File: config.mk
export PLATFORM = sky130hd
export DESIGN_NAME = fv_fetch_unit
export DESIGN_NICKNAME = d
export VERILOG_FILES = /design/src/rtl/fv_fetch_unit.sv
export SDC_FILE = /design/constraint.sdc
export NUM_CORES = 1
export LEC_CHECK = 0
export BUFFER_PORTS_ARGS = -buffer_cell sky130_fd_sc_hd__buf_4
export CORE_MARGIN = 2
export CORE_UTILIZATION = 35
export DETAILED_ROUTE_END_ITERATION = 16
export GPL_TIMING_DRIVEN = 0
export SETUP_SLACK_MARGIN = 0.15
export SYNTH_ARGS = -nofsm -noshare
export SYNTH_HDL_FRONTEND = slang
export SYNTH_SLANG_ARGS = --single-unit
File: constraint.sdc
create_clock -name clk -period 4.6 [get_ports clk]
set_clock_uncertainty 0.05 [all_clocks]
set_input_delay 0.46 -clock clk [delete_from_list [all_inputs] [get_ports clk]]
set_output_delay 0.46 -clock clk [all_outputs]
set_load 0.02 [all_outputs]
File: src/rtl/fv_fetch_unit.sv
// fv_fetch_unit: per-PE feature-vector fetch engine. Issues one tagged read
// request to the FV bank controller, captures the sos/eos response stream into a
// single-vector buffer and exposes it through a registered read port.
module fv_fetch_unit #(
    parameter int unsigned PE_ID       = 0,
    parameter int unsigned NUM_EDGE_PE = 4,
    parameter int unsigned FV_BW       = 32,
    parameter int unsigned MAX_FV_NUM  = 16,
    parameter int unsigned ADDR_W      = 8,
    parameter int unsigned TIMEOUT     = 255,
    localparam int unsigned TW  = (NUM_EDGE_PE > 1) ? $clog2(NUM_EDGE_PE) : 1,
    localparam int unsigned D   = MAX_FV_NUM / 2,
    localparam int unsigned PW  = (D > 1) ? $clog2(D) : 1,
    localparam int unsigned NW  = $clog2(MAX_FV_NUM) + 1
) (
    input  logic              clk,
    input  logic              reset,
    input  logic [NW-1:0]     Num_FV,
    input  logic              req_valid,
    input  logic [ADDR_W-1:0] req_addr,
    output logic              req_ready,
    input  logic              bank_busy,
    output logic              fv_req_valid,
    output logic [ADDR_W-1:0] fv_req_addr,
    output logic [TW-1:0]     fv_req_PE_tag,
    input  logic              fv_valid,
    input  logic              fv_sos,
    input  logic              fv_eos,
    input  logic [TW-1:0]     fv_PE_tag,
    input  logic [FV_BW-1:0]  fv_data,
    input  logic [PW-1:0]     rd_addr,
    output logic [FV_BW-1:0]  rd_data,
    output logic              vec_ready,
    input  logic              vec_release,
    output logic              fv_done,
    output logic              fv_err
);

    localparam int unsigned CW  = PW + 1;
    localparam int unsigned TOW = (TIMEOUT > 1) ? $clog2(TIMEOUT + 1) : 1;
    localparam logic [TOW-1:0] TmoLast = TOW'(TIMEOUT - 1);
    localparam logic [NW-1:0]  MaxFv   = NW'(MAX_FV_NUM);
    localparam logic [CW-1:0]  DepthW  = CW'(D);
    localparam logic [CW-1:0]  One     = CW'(1);

    typedef enum logic [2:0] {StIdle, StReq, StWait, StRecv, StHold} state_e;

    state_e             state_q, state_d;
    logic [CW-1:0]      cnt_q, cnt_d;
    logic [CW-1:0]      exp_q, exp_d;
    logic [TOW-1:0]     tmo_q, tmo_d;
    logic [ADDR_W-1:0]  addr_q, addr_d;
    logic               done_q, done_d;
    logic               err_q, err_d;
    logic [FV_BW-1:0]   rd_data_q;
    logic [FV_BW-1:0]   fv_buf_q [D];

    logic               beat_acc;
    logic               wr_en;
    logic [PW-1:0]      wr_idx;
    logic [NW:0]        nf_plus;
    logic [CW-1:0]      exp_calc;

    assign beat_acc      = fv_valid && (fv_PE_tag == TW'(PE_ID));
    assign fv_req_PE_tag = TW'(PE_ID);
    assign fv_req_addr   = addr_q;
    assign rd_data       = rd_data_q;
    assign fv_done       = done_q;
    assign fv_err        = err_q;

    // Expected word count: two features per word, 0 means one word, clamp to buffer depth.
    always_comb begin
        nf_plus = {1'b0, Num_FV} + 1'b1;
        if (Num_FV == '0) begin
            exp_calc = One;
        end else if (Num_FV > MaxFv) begin
            exp_calc = DepthW;
        end else begin
            exp_calc = CW'(nf_plus >> 1);
        end
    end

    // Next-state, capture control and decoded outputs.
    always_comb begin
        state_d      = state_q;
        cnt_d        = cnt_q;
        exp_d        = exp_q;
        tmo_d        = tmo_q;
        addr_d       = addr_q;
        done_d       = 1'b0;
        err_d        = 1'b0;
        wr_en        = 1'b0;
        wr_idx       = '0;
        req_ready    = (state_q == StIdle);
        vec_ready    = (state_q == StHold);
        fv_req_valid = (state_q == StReq) && !bank_busy;
        unique case (state_q)
            StIdle: begin
                if (req_valid) begin
                    addr_d  = req_addr;
                    exp_d   = exp_calc;
                    state_d = StReq;
                end
            end
            StReq: begin
                if (!bank_busy) begin
                    tmo_d   = '0;
                    state_d = StWait;
                end
            end
            StWait: begin
                if (beat_acc) begin
                    tmo_d = '0;
                    if (fv_sos) begin
                        wr_en = 1'b1;
                        cnt_d = One;
                        if (exp_q == One) begin
                            done_d  = 1'b1;
                            state_d = StHold;
                        end else begin
                            state_d = StRecv;
                        end
                    end else begin
                        err_d = 1'b1;
                    end
                end else if (tmo_q == TmoLast) begin
                    err_d   = 1'b1;
                    state_d = StIdle;
                end else begin
                    tmo_d = tmo_q + 1'b1;
                end
            end
            StRecv: begin
                if (beat_acc) begin
                    tmo_d = '0;
                    if (fv_sos) begin
                        // Restarted stream: recapture from word 0 but flag the glitch.
                        wr_en = 1'b1;
                        cnt_d = One;
                        err_d = 1'b1;
                    end else begin
                        wr_en  = 1'b1;
                        wr_idx = cnt_q[PW-1:0];
                        cnt_d  = cnt_q + 1'b1;
                        if (cnt_q == exp_q - One) begin
                            done_d  = 1'b1;
                            state_d = StHold;
                        end else if (fv_eos) begin
                            err_d   = 1'b1;
                            state_d = StIdle;
                        end
                    end
                end else if (tmo_q == TmoLast) begin
                    err_d   = 1'b1;
                    state_d = StIdle;
                end else begin
                    tmo_d = tmo_q + 1'b1;
                end
            end
            StHold: begin
                if (vec_release) begin
                    state_d = StIdle;
                end
            end
            default: state_d = StIdle;
        endcase
    end

    // Control state and registered outputs.
    always_ff @(posedge clk) begin
        if (reset) begin
            state_q   <= StIdle;
            cnt_q     <= '0;
            exp_q     <= One;
            tmo_q     <= '0;
            addr_q    <= '0;
            done_q    <= 1'b0;
            err_q     <= 1'b0;
            rd_data_q <= '0;
        end else begin
            state_q   <= state_d;
            cnt_q     <= cnt_d;
            exp_q     <= exp_d;
            tmo_q     <= tmo_d;
            addr_q    <= addr_d;
            done_q    <= done_d;
            err_q     <= err_d;
            rd_data_q <= fv_buf_q[rd_addr];
        end
    end

    // Vector buffer; contents are not reset.
    always_ff @(posedge clk) begin
        if (wr_en && !reset) begin
            fv_buf_q[wr_idx] <= fv_data;
        end
    end

endmodule

==> run metrics <==
CTS Buf Count=36; row count=68; initial antenna violation count=1; Yosys reg bits=317; All-Layer GR Usage=14.3%; H-tree depth=2; EDFF count, synth=256; kind of critical path=reg -> reg; CTS tree=done; gr ovfl total=0; worst slew pin tran=0.973 ns; Post-CTS Setup Bufs=0; Worst R2R Start=state_q[1]; Die H=190 µm; first-pass GRT wire length=38600 µm; die area=36100 µm²; Main synth FF type=edfxtp_1; Netlist cell types=56; crit end category=register; Tmin final=3.13 ns; multiplexer share of the synthesized area=14.6%; Final setup viols=0; mean routed wirelength per cell=19.5 µm; fin. max-slew vios=0; Iteration-0 DRC Markers=298; core region area=34300 µm²; Clock Latency Late Sink=0.52 ns; ys async rst share=0%; Initial Utilization=35.3%; vias in the first global route=6537; Post-DRT Antenna Nets=0; Via density=4.78; Final nets=881; largest delay contributor family on the critical path=simple AND/OR/NAND/NOR gates; Hold WS=0.126 ns; Max Fclk=319 MHz; unrepaired setup endpoints after global routing=no; register area share after synthesis=73.7%; Area Overhead vs Synth=22.9%; Data arrival, critical path=3.30 ns; Root Buffer=clkbuf_16; reg2reg setup slack=1.47 ns; placer's final routability congestion estimate=0.745; fillers=3040; Synth Instances=665; Worst R2R End=fv_buf_q[1][14]; slew margin rel.=34.8%; final WL=25300 µm; Syn Area/Cell=18.2 µm²; Reg2Reg Depth=9; warnings from Yosys=0; # IOs=105; clk slew on worst S/H paths=0.06 ns; Synth Area in Adders=0.724%; post-CTS sizing=0; Synth Area in XOR/XNOR=1.15%; fin crit share=68.1%; Critical path buffers and inverters=4; I/O Buffers=99; CP startpoint kind=register; critical path fanouts, max=10; synthesized area=12100 µm²; Synth area leader=edfxtp_1; share of cells above drive strength 1=30.5%; total power draw=6.51 mW; Slowest-stage cell, CP=nor3_2; multi-input logic area=3030 µm²; endpoints failing hold=0; Die Wd=190 µm; Synth Area in Compound Gates=2.57%; main combinational cell family by area after synthesis=multiplexers; synth top area cells=edfxtp_1 64%, mux4_2 12%, dfxtp_1 10%, mux2i_1 2.6%, nor2_1 1.8%; # hold bufs at CTS=0; Leak=5.10 nW; status=completed; Synth top area share=63.6%; simple-gate portion of the synthesized area=5.54%; Worst Hold End=fv_buf_q[4][19]; worst min-delay path class=in -> reg; hpwl dp=16300 µm; VDD IR-drop max=0.000239 V; Pre-antenna DRT Iters=6; MaxCap Viol Count=0; Worst path most repeated cell=buf_6; Power Density=438 nW/µm²; CP cell instances=buf_2, and2b_4, nand2_4, buf_6, nor3_1, nand3_1, nor3_2, buf_6, buf_6; register area=8910 µm²; Hold Crit Depth=1; Worst Path Required=4.77 ns; drt drc=0; min-delay src=fv_data[19]; clock tree sinks=317; via count=6208; Max Buffers Root-to-Sink=3; biggest cell delay along the critical path=0.83 ns; pin count of the biggest net entering global routing=22
## worst max path at each step
stage | from | to | slack [ns] | cells after the start
after floorplan | fv_PE_tag[1] | fv_buf_q[1][0] | 0.48 | 6
after global placement | fv_PE_tag[1] | fv_buf_q[1][17] | -2.39 | 7
after detailed placement | fv_PE_tag[1] | fv_buf_q[1][17] | 1.05 | 9
after CTS | state_q[1] | fv_buf_q[1][23] | 1.36 | 9
after global routing | state_q[1] | fv_buf_q[1][23] | 1.25 | 9
final | state_q[1] | fv_buf_q[1][14] | 1.47 | 9
## stage by stage
step                      setup slack [ns]  area, µm²  instances  setup TNS, ns  utilization [%]
final                                 1.47      14900       1299              0             43.4
after global routing                  1.25      14900       1298              0             43.4
after CTS                             1.36      14900       1298              0             43.4
after detailed placement              1.05      13700       1233              0             39.9
after global placement               -2.39      13400       1220        -226.60             39.1
after floorplan                      0.479      12100        666              0                -
## cells in the final DEF (no fill, tap or decap), types with 18 or more instances in the layout
cell         n
buf_4      101
a21oi_1     18
mux4_2      64
mux2i_1     32
nand2_1     29
clkbuf_16   36
dfxtp_1     61
nor2_1      53
edfxtp_1   256
clkbuf_1    29
## layout make-up
cell class              instances  area share, %
clock inverters                17           1.62
multi-input cells             302           20.4
inverters                      11          0.278
clock buffers                  48           6.36
flip-flops and latches        317           59.9
well taps                     455           3.83
repair buffers                112           6.44
plain buffers                  36           1.16
diodes                          1         0.0168
## where the power goes
part / internal [mW] / switching, mW
sequential: 3.13 / 0.0205
clock: 1.74 / 1.12
combinational: 0.206 / 0.281
total: 5.08 / 1.43
## flip-flops by register name (all words and copies together) (netlist names)
register	count
rd_data	32
tmo_q	8
fv_err	1
fv_req_addr	8
fv_buf_q	256
state_q	3
exp_q	4
cnt_q	4
fv_done	1
## cell usage after synthesis (all sizes together) (6+ instances only)
cell type and number:
dfxtp 61, clkbuf 18, xor2 6, inv 11, nand3 6, nor3 11, xnor2 9, mux4 64
mux2i 32, nor2 59, a21oi 18, nand2 30, buf 18, o21ai 8, edfxtp 256, ha 7
## layer usage
layer	global-route usage [%]	vias up	part of all wire, %	routed length [µm]
met5	0	-	0	0
met4	3.79	0	1.9	491
met3	2.84	41	5.5	1390
met2	24.5	142	50	12600
met1	18.6	3125	43	10800
li1	-	2900	-	-
## logic make-up (layout without fill, tap and decap cells)
| family | count (synthesis) | in the layout |
|---|---|---|
| compound gates | 47 | 47 |
| xor+xnor | 15 | 15 |
| fa+ha+maj | 7 | 7 |
| buf+inv | 47 | 224 |
| flops | 317 | 317 |
| mux | 96 | 96 |
| other cells | 1 | 3 |
| simple gates | 135 | 135 |
Power figures use the tool's default switching activity.
